**config.mk**
```make
export PLATFORM = sky130hd
export DESIGN_NAME = uart_paddle_router
export DESIGN_NICKNAME = d
export VERILOG_FILES = /design/src/rtl/uart_paddle_router.sv
export SDC_FILE = /design/constraint.sdc
export NUM_CORES = 1
export LEC_CHECK = 0
export ABC_CLOCK_PERIOD_IN_PS = 7000
export CORE_MARGIN = 4
export CORE_UTILIZATION = 56
export DETAILED_ROUTE_END_ITERATION = 7
export PLACE_DENSITY_LB_ADDON = 0.12
export SYNTH_ARGS = -nofsm -noshare
export SYNTH_HDL_FRONTEND = slang
export SYNTH_SLANG_ARGS = --single-unit
```
**constraint.sdc**
```tcl
create_clock -name CLOCK -period 7 [get_ports CLOCK]
set_input_delay 1.4 -clock CLOCK [delete_from_list [all_inputs] [get_ports CLOCK]]
set_output_delay 1.4 -clock CLOCK [all_outputs]
set_load 0.005 [all_outputs]
```
**src/rtl/uart_paddle_router.sv**
```systemverilog
// ---------------------------------------------------------------------------
// uart_paddle_router
//
// Parses framed position packets arriving byte-by-byte from the UART2
// receiver. Each valid frame carries a player id and a 10-bit raw value. The
// raw value is scaled to a screen Y position and written to that player's
// register. Malformed or stalled frames are rejected, and the cause is
// reported.
//
// Frame layout: HDR (0xA0 | id), LO, HI[, CHK = HDR ^ LO ^ HI]
//   Optional feature macro: UART_ROUTER_CHECKSUM_EN
//     defined   -> four-byte frames, the trailing checksum byte is verified
//     undefined -> three-byte frames, accepted on the HI byte
//
// Ports
//   CLOCK       in   system clock (rising edge)
//   reset       in   asynchronous active-high reset
//   rx_data     in   [7:0] byte from UART2
//   rx_toggle   in   UART2 dataAvail; each level change marks one new byte
//   pointY_all  out  [39:0] four 10-bit positions, player n at [10n+9:10n]
//   pkt_ok      out  one-cycle pulse when a frame is accepted
//   pkt_err     out  one-cycle pulse when a frame is rejected
//   err_code    out  [1:0] last error: 1 checksum, 2 timeout, 3 bad high byte
//   err_count   out  [7:0] saturating count of rejected frames
//   leds        out  [9:0] raw value of the last accepted frame
// ---------------------------------------------------------------------------
module uart_paddle_router #(
  parameter int TIMEOUT_CYC = 350000,
  parameter int POS_OFFSET  = 99,
  parameter int RESET_POS   = 227
) (
  input  logic        CLOCK,
  input  logic        reset,
  input  logic [7:0]  rx_data,
  input  logic        rx_toggle,
  output logic [39:0] pointY_all,
  output logic        pkt_ok,
  output logic        pkt_err,
  output logic [1:0]  err_code,
  output logic [7:0]  err_count,
  output logic [9:0]  leds
);

  localparam int              TW        = $clog2(TIMEOUT_CYC + 1);
  localparam logic [TW-1:0]   TIMEOUT_V = TW'(TIMEOUT_CYC);
  localparam logic [9:0]      OFFSET_V  = 10'(POS_OFFSET);
  localparam logic [9:0]      RESET_V   = 10'(RESET_POS);
  localparam logic [5:0]      HDR_TAG   = 6'b101000;

  typedef enum logic [1:0] {
    IDLE    = 2'd0,
    GOT_HDR = 2'd1,
    GOT_LO  = 2'd2
`ifdef UART_ROUTER_CHECKSUM_EN
    ,
    GOT_HI  = 2'd3
`endif
  } state_t;

  // (raw >> 2) is at most 255, so adding the offset fits in 10 bits.
  function automatic logic [9:0] scale_pos(input logic [9:0] raw);
    return (raw >> 2) + OFFSET_V;
  endfunction

  state_t          state_q, state_d;
  logic [TW-1:0]   timer_q, timer_d;
  logic            toggle_q;
  logic [1:0]      id_q;
  logic [7:0]      lo_q;
  logic [9:0]      pos_q [4];
  logic            pkt_ok_q, pkt_err_q;
  logic [1:0]      err_code_q;
  logic [7:0]      err_count_q;
  logic [9:0]      leds_q;

  logic            byte_ev;
  logic            hdr_ok;
  logic            hi_ok;
  logic [9:0]      raw_w;
  logic            accept;
  logic            reject;
  logic [1:0]      rej_code;

  assign byte_ev = rx_toggle ^ toggle_q;
  assign hdr_ok  = (rx_data[7:2] == HDR_TAG);
  assign hi_ok   = (rx_data[7:2] == 6'd0);

`ifdef UART_ROUTER_CHECKSUM_EN
  // Only HI[1:0] is kept: HI[7:2] is known to be zero once GOT_HI is reached.
  logic [1:0] hi_q;
  logic [7:0] chk_w;
  assign raw_w = {hi_q, lo_q};
  assign chk_w = {HDR_TAG, id_q} ^ lo_q ^ {6'd0, hi_q};
`else
  assign raw_w = {rx_data[1:0], lo_q};
`endif

  always_comb begin
    state_d  = state_q;
    accept   = 1'b0;
    reject   = 1'b0;
    rej_code = 2'd0;
    timer_d  = (state_q == IDLE) ? '0 : timer_q + 1'b1;
    if (byte_ev) begin
      // A byte event always wins over a coincident timeout.
      timer_d = '0;
      case (state_q)
        IDLE:    if (hdr_ok) state_d = GOT_HDR;
        GOT_HDR: state_d = GOT_LO;
        GOT_LO: begin
          if (!hi_ok) begin
            reject   = 1'b1;
            rej_code = 2'd3;
            state_d  = IDLE;
          end else begin
`ifdef UART_ROUTER_CHECKSUM_EN
            state_d = GOT_HI;
`else
            accept  = 1'b1;
            state_d = IDLE;
`endif
          end
        end
`ifdef UART_ROUTER_CHECKSUM_EN
        GOT_HI: begin
          if (rx_data == chk_w) begin
            accept = 1'b1;
          end else begin
            reject   = 1'b1;
            rej_code = 2'd1;
          end
          state_d = IDLE;
        end
`endif
        default: state_d = IDLE;
      endcase
    end else if (state_q != IDLE && timer_q == TIMEOUT_V) begin
      reject   = 1'b1;
      rej_code = 2'd2;
      state_d  = IDLE;
      timer_d  = '0;
    end
  end

  // Frame payload capture; contents are only meaningful while the FSM holds them.
  always_ff @(posedge CLOCK) begin
    if (byte_ev && state_q == IDLE)    id_q <= rx_data[1:0];
    if (byte_ev && state_q == GOT_HDR) lo_q <= rx_data;
`ifdef UART_ROUTER_CHECKSUM_EN
    if (byte_ev && state_q == GOT_LO)  hi_q <= rx_data[1:0];
`endif
  end

  always_ff @(posedge CLOCK or posedge reset) begin
    if (reset) begin
      state_q     <= IDLE;
      timer_q     <= '0;
      toggle_q    <= 1'b0;
      pkt_ok_q    <= 1'b0;
      pkt_err_q   <= 1'b0;
      err_code_q  <= 2'd0;
      err_count_q <= 8'd0;
      leds_q      <= 10'd0;
      for (int i = 0; i < 4; i++) pos_q[i] <= RESET_V;
    end else begin
      state_q   <= state_d;
      timer_q   <= timer_d;
      toggle_q  <= rx_toggle;
      pkt_ok_q  <= accept;
      pkt_err_q <= reject;
      if (accept) begin
        pos_q[id_q] <= scale_pos(raw_w);
        leds_q      <= raw_w;
      end
      if (reject) begin
        err_code_q <= rej_code;
        if (err_count_q != 8'hFF) err_count_q <= err_count_q + 8'd1;
      end
    end
  end

  assign pointY_all = {pos_q[3], pos_q[2], pos_q[1], pos_q[0]};
  assign pkt_ok     = pkt_ok_q;
  assign pkt_err    = pkt_err_q;
  assign err_code   = err_code_q;
  assign err_count  = err_count_q;
  assign leds       = leds_q;

endmodule

```
==> results.md, run 1 <==
- Layout area overhead: 24.15%
- Total track usage: around a fifth
- Share of cells above drive strength 1: 16.67%
- Post-route antenna net violation count: 0
- Post-route cell area: 0.004863 mm^2
- First-pass GRT wire length: 13,260 um
- CTS buffer count: 9
- Rows: 30
- Clk buf depth: 2
- Post-CTS setup buffer count: 0
- Cell area after placement: approximately 0.0047 mm^2
- Post-synth cell types: 54
- Max-cap violations: 0
- Total gr overflow: 0
- H-tree depth: 3
- NetSw: between 0.2 and 0.25 mW
- Critical Path Sink Type: register
- Setup ws final: just over 3000 ps
- Wirelength per Cell: 15.05 um
- Post-CTS Hold Buffers: 0
- Post-DR vias/cell: 5.094
- Die outline height: 91.64 um
- Initial antenna violation count: 0
- Worst-path clk slew: 90 ps
- Post-Syn Area: 0.003918 mm^2
- Synth top area cells: dfrtp_1, dfstp_2, edfxtp_1, nand2_1, nor2_1
- First drt pass iteration count: 5
- Detailed Place HPWL: 5580 um
- Peak Freq: 0.2549 GHz
- Final setup viols: 0
- Comb power frac: approximately 6.3%
- Slew margin rel.: 12.92%
- CTS Sinks: 90
- Root Buffer: clkbuf_8
- CP Data Required Time: a little over 7000 ps
- Die Area: 0.008398 mm^2
- WL final: about 7900 um
- Place WS: 2716 ps
- Post-CTS Resized: 0
- Port Buffers: 68
- Final core occ: 71.58%
- Minimum clock period: just under 4000 ps
- Hold Path Class: reg -> reg
- CTS tree: done
- Gp weighted congestion: 0.7905
- Syn. warnings: 0
- Period utilisation layout: roughly 56%
- Clk pwr share: 37.6%
- Mean cell area of the mapped netlist: 11.22 um^2
- Pwr dens: 202.8 mW/mm^2
- Unrepaired setup endpoints after global routing: no
- Synth top area share: 38.33%
- Vias: approximately 2,700
- Area leader, netlist: dfrtp_1
- Critical Path AT: 4170 ps
- Sw frac: 23.03%
- Worst hold slack: 451.7 ps
- Int Pwr: 0.7591 mW
- Worst Tran Pin Value: ~1300 ps
- Crit-path max FO: 18
- Critical path class: in -> reg
- Vias in the first global route: around 2,700
- Initial DRC Count: 100
- Final slew viol count: 0
- Io pins: 73
- P_leak: about 2.0 nW
- Number of remaining DRC errors: 0
- Die width: 91.64 um
- Crit start category: input port
- Maximum VDD drop: 0.1536 mV
- Setup Skew: 7.618 ps
- Setup TNS Final: 0 ps
- Synth Instances: between 300 and 400
- Core region area: between 0.006 and 0.007 mm^2
- Sequential fraction of design power: 56.0%
- Largest net degree at the start of global routing: 81
- FF+latch count, synth: 90
- Worst skew pair latency: 350 ps
- Final net count: 436
- Hold Fails Final Rpt: 0
- Initial Util: 57.66%
- Most frequent cells in the layout: nand2_1, clkdlybuf4s50_1, dfrtp_1, nor2_1, dfstp_2
- # diodes: 0
- Outcome: finished, final reports clean
- Seq/Total Area, Yosys: approximately three fifths
[state kept, by name, summed over array words and instances, names as in the netlist]
signal / flops
pointY_all: 36
timer_q: 19
leds: 10
err_count: 8
lo_q: 8
err_code: 2
id_q: 2
state_q: 2
pkt_err: 1
pkt_ok: 1
toggle_q: 1
[worst max-delay path: stages]
cell	delay, ps
clkdlybuf4s50_1	450
nor4_2	400
nand4bb_1	760
nor3b_4	750
mux2_2	400
[power groups by stage]
| stage | registers, mW | logic, mW | clock network (mW) |
|---|---|---|---|
| 6_report | 0.553 | 0.0622 | 0.371 |
| 5_1_grt | 0.555 | 0.0690 | 0.404 |
| 4_1_cts | 0.553 | 0.0635 | 0.380 |
| 3_5_place_dp | 0.563 | 0.0631 | 0 |
| 3_3_place_gp | 0.563 | 0.0606 | 0 |
| 2_1_floorplan | 0.562 | 0.0284 | 0 |
[layer usage]
layer | global-route usage [%] | wire length [um]
met2 | 34.02 | 4058
met4 | 6.658 | 147
met3 | 4.512 | 336
met5 | 0 | 0
met1 | 24.68 | 3315
[cells in the mapped netlist (all sizes together)]
library cell  instances
o21ai                23
and4                  3
and4b                 1
mux2i                 1
nor4bb                1
nor3b                 4
nor4                  3
o2111ai               1
and2                  1
dfrtp                60
mux2                 14
edfxtp               10
xnor2                15
conb                  1
a21oi                 7
nand3b                1
a211oi                1
clkbuf                1
or2                   1
nand4                 6
nor4b                 1
nand4bb               1
a21boi                2
nand2                70
inv                  15
nor3                  7
a21o                  2
or3                   2
nand2b                2
ha                    4
nand3                 8
xor2                 11
o31a                  1
dfstp                20
and3                  1
buf                  10
nor2                 35
a31oi                 2
[path summary, 6_finish.rpt]
path / endpoint / slack, ps / start / cells past startpoint
worst min-delay path: leds[1] / 450 / lo_q[1] / 2
worst max register to register: pointY_all[18] / 4310 / toggle_q / 4
min in group asynchronous: timer_q[9] / 1670 / reset / 3
worst min register to register: leds[1] / 450 / lo_q[1] / 2
max in group asynchronous: leds[3] / 4720 / reset / 3
worst max-delay path: pointY_all[18] / 3080 / rx_data[3] / 5
[per-stage QoR]
step / cells / total power [mW]
5_1_grt: 522 / 1.028
6_report: 522 / 0.9863
3_5_place_dp: 506 / 0.6258
2_1_floorplan: 352 / 0.5899
3_3_place_gp: 506 / 0.6235
4_1_cts: 522 / 0.9963
[cell type report]
cell class                 instances  area, um^2
clock buffer                      11       151.4
multi-input combinational        236        1458
sequential                        90        2327
clock inverter                     5       60.06
inverter                          15       58.81
tap                               96       120.1
timing repair buffer              69       688.2
fill                             514        1931
[cells by family (layout without fill, tap and decap cells)]
group                    count (synthesis)  after routing  share of synthesized area, %
AO/OA/AOI/OAI                           39             39                         6.516
XOR/XNOR                                26             26                         6.005
adder cells (fa/ha/maj)                  4              4                         1.278
buffers and inverters                   26            100                         3.673
flip-flops                              90             90                         59.41
multiplexers                            15             15                         4.280
other                                    1              4                       0.09572
AND/OR/NAND/NOR                        148            148                         18.75
Note: power is estimated with default switching activity, not from simulation.
==> run 2: changes to the inputs <==
--- a/config.mk
+++ b/config.mk
@@ -5,9 +5,9 @@
 export SDC_FILE = /design/constraint.sdc
 export NUM_CORES = 1
 export LEC_CHECK = 0
-export ABC_CLOCK_PERIOD_IN_PS = 7000
+export ABC_CLOCK_PERIOD_IN_PS = 3900
 export CORE_MARGIN = 4
-export CORE_UTILIZATION = 56
+export CORE_UTILIZATION = 52
 export DETAILED_ROUTE_END_ITERATION = 7
 export PLACE_DENSITY_LB_ADDON = 0.12
 export SYNTH_ARGS = -nofsm -noshare
==> constraint.sdc (replaced) <==
create_clock -name CLOCK -period 3.9 [get_ports CLOCK]
set_input_delay 0.78 -clock CLOCK [delete_from_list [all_inputs] [get_ports CLOCK]]
set_output_delay 0.78 -clock CLOCK [all_outputs]
set_load 0.005 [all_outputs]
==> results.md, run 2 (synthesis results as in run 1) <==
- Outcome: finished, final reports clean
- R2R Path Start: toggle_q
- Final setup viols: 0
- WL final: 7631 um
- Hold Path Class: reg -> reg
- Layout area overhead: 23.73%
- Clk buf depth: 2
- Io pins: 73
- Initial antenna violation count: 0
- Setup ws final: between 1000 and 1500 ps
- Rows: 31
- CP Data Required Time: 4150 ps
- Post-route cell area: 0.004847 mm^2
- Largest net degree at the start of global routing: 81
- Number of flip-flops under the largest register name: 36
- Setup TNS Final: 0 ps
- Pwr dens: 346.6 mW/mm^2
- First-pass GRT wire length: ~13,000 um
- Wirelength per Cell: 14.48 um
- Post-route antenna net violation count: 0
- Maximum VDD drop: 0.2095 mV
- Final net count: 438
- Die outline height: 94.80 um
- Core region area: 0.007292 mm^2
- Worst setup path endpoint: pointY_all[18]
- Total gr overflow: 0
- Port Buffers: 68
- Setup slack, reg-to-reg: 1680 ps
- Crit start category: input port
- First drt pass iteration count: 4
- Peak Freq: around 0.36 GHz
- CTS buffer count: 9
- Terminus of the critical flop-to-flop path: pointY_all[18]
- Critical Path AT: 3060 ps
- Initial Util: 53.72%
- Critical Path Sink Type: register
- Post-CTS setup buffer count: 0
- Hold Fails Final Rpt: 0
- Setup Skew: 8.196 ps
- Vias: roughly 2,700
- Critical path class: in -> reg
- Worst Tran Pin Value: 990.6 ps
- Worst-path clk slew: 90 ps
- Die Area: 0.008986 mm^2
- Initial DRC Count: 104
- Post-CTS Hold Buffers: 0
- Minimum clock period: 2806 ps
- Root Buffer: clkbuf_8
- Period utilisation layout: 71.95%
- CTS Sinks: 90
- Most frequent cells in the layout: nand2_1, clkdlybuf4s50_1, dfrtp_1, nor2_1, dfstp_2
- Share of cells above drive strength 1: 16.82%
- # diodes: 0
- Cell area after placement: 0.004671 mm^2
- Die width: between 90 and 100 um
- Gp weighted congestion: between 0.7 and 0.8
- Unrepaired setup endpoints after global routing: no
- Vias in the first global route: about 2,600
- Worst skew pair latency: roughly 360 ps
- Detailed Place HPWL: 5613 um
- Total track usage: between 10% and 20%
- H-tree depth: 3
- P_leak: 2.015 nW
- Slew margin rel.: 33.96%
- CTS tree: done
- Critical path origin: rx_data[3]
- Number of remaining DRC errors: 0
- Crit-path max FO: 12
- Post-DR vias/cell: slightly above 5
- Place WS: 694.0 ps
- Post-CTS Resized: 0
- FF-to-FF path depth: 4
- Max-cap violations: 0
- Final slew viol count: 0
-- run 2: metal layers --
metal | GRT usage, % | vias to the layer above | part of all wire [%]
met2 | 31.06 | 51 | 51
li1 | - | 1316 | -
met5 | 0 | - | 0
met1 | 23.26 | 1318 | 43
met3 | 3.984 | 11 | 4.7
met4 | 8.894 | 0 | 2.0
-- run 2: worst min path at each step --
stage | from | end | slack (ps) | cells past startpoint
finish | lo_q[1] | leds[1] | 440 | 2
global route | pointY_all[5] | pointY_all[5] | 480 | 2
CTS | lo_q[1] | leds[1] | 450 | 2
detailed placement | lo_q[1] | leds[1] | 430 | 2
global placement | lo_q[1] | leds[1] | 430 | 2
floorplan | lo_q[0] | leds[0] | 410 | 2
-- run 2: cell type report --
class | instances | area (um^2)
inverter | 15 | 58.81
sequential | 90 | 2327
timing repair buffer | 71 | 703.2
fill | 604 | 2445
multi-input combinational | 236 | 1458
clock inverter | 5 | 35.03
tap | 99 | 123.9
clock buffer | 11 | 141.4
-- run 2: report_power, final --
group	leakage (nW)	total [mW]	switching (mW)	internal [mW]
Clock	0.0950	0.578	0.324	0.254
Sequential	1.12	0.992	0.0226	0.970
Combinational	0.800	0.110	0.0520	0.0579
-- run 2: through the flow --
| step | utilization, % | cells | total power [mW] | hold slack, ps |
|---|---|---|---|---|
| floorplan | - | 352 | 1.059 | 414.6 |
| global placement | 64.05 | 511 | 1.118 | 431.8 |
| detailed placement | 64.05 | 511 | 1.122 | 426.2 |
| CTS | 66.47 | 527 | 1.698 | 448.3 |
| global route | 66.47 | 527 | 1.756 | 479.1 |
| finish | 66.47 | 527 | 1.680 | 442.1 |
-- run 2: worst max-delay path, stage by stage --
cell,delay (ps)
clkdlybuf4s50_1,430
nor4_2,420
nand4bb_1,430
nor3b_4,600
mux2_2,390
==> edit 1 (config.mk and constraints of run 1) <==
Reset style: synchronous (`reset`), changed in one clocked block. Comments in the files are not updated.
--- a/src/rtl/uart_paddle_router.sv
+++ b/src/rtl/uart_paddle_router.sv
@@ -151,7 +151,7 @@
 `endif
   end
 
-  always_ff @(posedge CLOCK or posedge reset) begin
+  always_ff @(posedge CLOCK) begin
     if (reset) begin
       state_q     <= IDLE;
       timer_q     <= '0;
Behaviour: differs if reset is asserted again (counterexample within 4 cycles, from zero or initial values and one cycle with reset high); with reset held inactive, the same outputs for 10 cycles.
==> edit 1 against run 1 <==
Critical path depth up 2; routed wire length fell by 8.5%; sequential share of layout area rose by 0.91 points; cell count shrank 7.5%; final area shrank 4.6%; sequential cell count stayed put; area after synthesis shrank 6.4%; critical endpoint is now pos_q[2][0]; setup slack got worse by 0.32 ns.
Power is not compared: it rests on default switching activity, and its combinational part moved more than twofold at a synthesized area within 25%.
==> edit 1: results (changes against run 1) <==
critical_path:
  critPathMaxFanout: 14  # -4
  reg2regPathDepth: 6  # +2
  r2r-start: "toggle_q"
  reg2reg_slack_ns: 4.04  # -0.27 ns
  rr_endpoint: "pos_q[2][0]"
  slowest_delay_ns: 0.66  # -0.10 ns
  crit_arrival_ns: 4.27  # +0.10 ns
sta:
  period_share_pct: 60.66  # +4.6 points
  max_slew_margin_pct: 19.20  # +6.3 points
  clock_skew_ns: 0.01222  # +0.004604 ns
drt:
  dr_wl_met2_microns: 3698  # -8.9%
  dr_wl_met3_microns: 462  # +38%
  vias: 2610  # -1.8%
  drt_pass1_iterations: 4  # -1
  route.layer.met1.wl_microns: 2903  # -12%
  drt_first_iter_violations: 115  # +15%
global_route:
  grt_pass1_wl_microns: 11650  # -12%
  grt_pass1_vias: 2508  # -8.0%
  grt_usage_pct: 19.25  # -0.56 points
  grt_max_degree: 26  # -68%
min_path:
  holdCritStartpoint: "lo_q[0]"
  min_to: "leds[0]"
cells_and_area:
  layout-drive-gt1-share_pct: 6.897  # -9.8 points
  n_fill_cell: 452  # -12%
  nets: 416  # -4.6%
outcome:
  status: "complete, no violations"
logic_synthesis:
  yosysUniqueCellTypes: 49  # -9.3%
  synth_cells: 329  # -5.7%
  ys_top_cells_by_area: "edfxtp_1, dfxtp_1, nor2_1"
  ys_async_sr_fraction_pct: 0  # -89 points
  yosysSeqAreaShare_pct: 61.66  # +2.3 points
  synth_enable_flop_cells: 46  # +36
place:
  gp_congestion: 0.7744  # -2.0%
  post_dp_cell_area_sq_um: 4405  # -5.3%
  dp_hpwl_microns: 5214  # -6.5%
  place_ws_ns: 2.302  # -0.4140 ns
  placed_cells: 467  # -7.7%
-- edit 1: cell count changes after synthesis, moves of 11 or more --
cell	change
dfstp_2	-20
edfxtp_1	+36
o21ai_0	-13
nand2_1	-31
dfxtp_1	+44
mux2_2	-11
nor2_1	+23
dfrtp_1	-60
-- edit 1: kinds of logic (layout without fill, tap and decap cells) --
group / Yosys count / in the layout / synth area share, %
AOI/OAI and AO/OA: 29 / 29 / 5.150
xor gates and xnor gates: 24 / 24 / 5.935
adders and majority gates: 4 / 4 / 1.364
buffers and inverters: 22 / 96 / 2.729
DFF: 90 / 90 / 61.66
muxes: 9 / 9 / 2.592
other: 1 / 4 / 0.1022
and+or+nand+nor: 150 / 150 / 20.46
-- edit 1: power by group through the flow --
| stage | clock network (mW) | logic, mW | registers [mW] |
|---|---|---|---|
| 2_1_floorplan | 0 | 0.0136 | 0.572 |
| 3_3_place_gp | 0 | 0.0302 | 0.572 |
| 3_5_place_dp | 0 | 0.0310 | 0.572 |
| 4_1_cts | 0.416 | 0.0312 | 0.560 |
| 5_1_grt | 0.436 | 0.0339 | 0.561 |
| 6_report | 0.413 | 0.0309 | 0.560 |
-- edit 1: final cells by class --
cell class                 count  area, sq um  share of cell area, %
clock buffer                  11        131.4                  2.832
clock inverter                 5        102.6                  2.211
inverter                      11        41.29                 0.8900
sequential                    90         2262                  48.76
tap                           77        96.34                  2.077
timing repair buffer          69        688.2                  14.83
multi-input combinational    220         1318                  28.40
-- edit 1: worst max path at each step --
stage / endpoint / slack (ns) / cells after the start
global placement: pos_q[0][0] / 2.42 / 6
detailed placement: pos_q[2][5] / 2.30 / 7
global route: pos_q[1][3] / 2.39 / 7
floorplan: pos_q[3][0] / 3.63 / 4
finish: pos_q[2][0] / 2.75 / 7
CTS: pos_q[2][8] / 2.69 / 7
-- edit 1: routing by layer --
metal	track usage [%]	up-vias
li1	-	1290
met1	23.04	1232
met2	33.81	75
met3	3.502	13
met4	8.660	0
met5	0	-
-- edit 1: worst min-delay path: cells and delay by family, from the launching register on --
kind | cells | cell delay [ns]
simple gates | 1 | 0.07
flops | 1 | 0.33
mux | 1 | 0.06
-- edit 1: through the flow --
| stage | hold WS [ns] | power (mW) |
|---|---|---|
| floorplan | 0.4524 | 0.5856 |
| global placement | 0.4668 | 0.6023 |
| detailed placement | 0.4755 | 0.6034 |
| CTS | 0.4942 | 1.007 |
| global route | 0.5218 | 1.031 |
| finish | 0.4876 | 1.004 |
==> edit 2 (flow settings as in run 1) <==
Without the edit above. `TIMEOUT_CYC`: 350000 -> 87500.
--- a/src/rtl/uart_paddle_router.sv
+++ b/src/rtl/uart_paddle_router.sv
@@ -25,7 +25,7 @@
 //   leds        out  [9:0] raw value of the last accepted frame
 // ---------------------------------------------------------------------------
 module uart_paddle_router #(
-  parameter int TIMEOUT_CYC = 350000,
+  parameter int TIMEOUT_CYC = 87500,
   parameter int POS_OFFSET  = 99,
   parameter int RESET_POS   = 227
 ) (
Formal check against the unedited RTL: no difference found for any inputs over 10 cycles, from zero or initial values and one cycle with reset high; that may be too few to reach the edited logic, so the function may still have changed.
==> edit 2 against run 1 <==
Synthesized cell count decreased by 5.7%; critical path type unchanged; power down 1.9%; area after synthesis down 3.6%; sequential power fell by 3%; non-clock buffer count unchanged; critical endpoint is now pointY_all[22]; final area fell by 3.0%; largest power group unchanged; global-route usage is 0.76 points lower; routed wire length shrank 6.9%; clock skew grew 0.0019 ns; sequential cell count shrank 2; setup slack better by 0.41 ns; clock power is 3% higher.
==> edit 2: results (changes against run 1) <==
cells_and_area:
  clock_area_share_pct: 4.643  # +0.30 points
  n_fill_cell: 457  # -11%
  n_clock_buffer: 10  # -1
  layout-drive-gt1-share_pct: 13.58  # -3.1 points
  seq_cell_count: 88  # -2.2%
  n_all_inverters: 10  # -5
  bufAreaShareNonClock_pct: 14.59  # +0.44 points
  nets: 415  # -4.8%
place:
  place_ws_ns: 3.113  # +0.3969 ns
  post_dp_cell_area_sq_um: 4497  # -3.3%
  placed_cells: 466  # -7.9%
  dp_hpwl_microns: 5203  # -6.7%
logic_synthesis:
  ys_async_sr_fraction_pct: 88.64  # -0.25 points
  synth_xor_area_share_pct: 6.691  # +0.69 points
  yosysUniqueCellTypes: 47  # -13%
  ys_top_cells_by_area: "dfrtp_1, dfstp_2, edfxtp_1"
  synth_cells: 329  # -5.7%
  yosysSeqAreaShare_pct: 60.28  # +0.88 points
  synthMuxAreaShare_pct: 4.637  # +0.36 points
drt:
  drt_pass1_iterations: 4  # -1
  drt_first_iter_violations: 121  # +21%
  via_per_inst: 5.276  # +3.6%
  vias: 2543  # -4.4%
outcome:
  status: "complete, no violations"
critical_path:
  crit_arrival_ns: 3.75  # -0.42 ns
power_and_ir_drop:
  p_int_uw: 761.3  # +0.28%
  clkPwrFrac_pct: 39.4  # +1.8 points
  p_seq_share_pct: 55.3  # -0.7 points
global_route:
  grt_max_degree: 79  # -2.5%
  grt_usage_pct: 19.05  # -0.76 points
  grt_pass1_wl_microns: 12240  # -7.7%
sta:
  worst_pin_slew_ns: 1.175  # -0.1285 ns
  clock_skew_ns: 0.009517  # +0.001899 ns
==> edit 2: changes by cell type in the layout (fill, tap and decap cells not counted), moves of 8 or more <==
cell | run 1 | this run
mux2_1 | 3 | 11
o21ai_0 | 17 | 4
nor2_1 | 34 | 26
o21ai_1 | 0 | 16
and3_1 | 1 | 9
mux2_2 | 11 | 1
==> edit 2: worst paths after layout <==
path | start | endpoint | slack, ns
worst max-delay path | rx_data[4] | pointY_all[22] | 3.49
worst min-delay path | lo_q[0] | leds[0] | 0.46
worst max register to register | toggle_q | pointY_all[22] | 4.75
worst min register to register | lo_q[0] | leds[0] | 0.46
max in group asynchronous | reset | pointY_all[23] | 4.76
min in group asynchronous | reset | err_count[6] | 1.65
==> edit 2: worst max-delay path, cell delays in order <==
cell,delay [ns]
clkdlybuf4s50_1,0.47
nor4_4,0.42
nand4_4,0.33
nor3b_2,0.74
mux2_1,0.38
==> edit 2: metal layers <==
layer	wire (microns)	GRT usage, %
met1	3143	22.42
met2	3764	33.11
met3	248	3.756
met4	161	9.694
met5	0	0
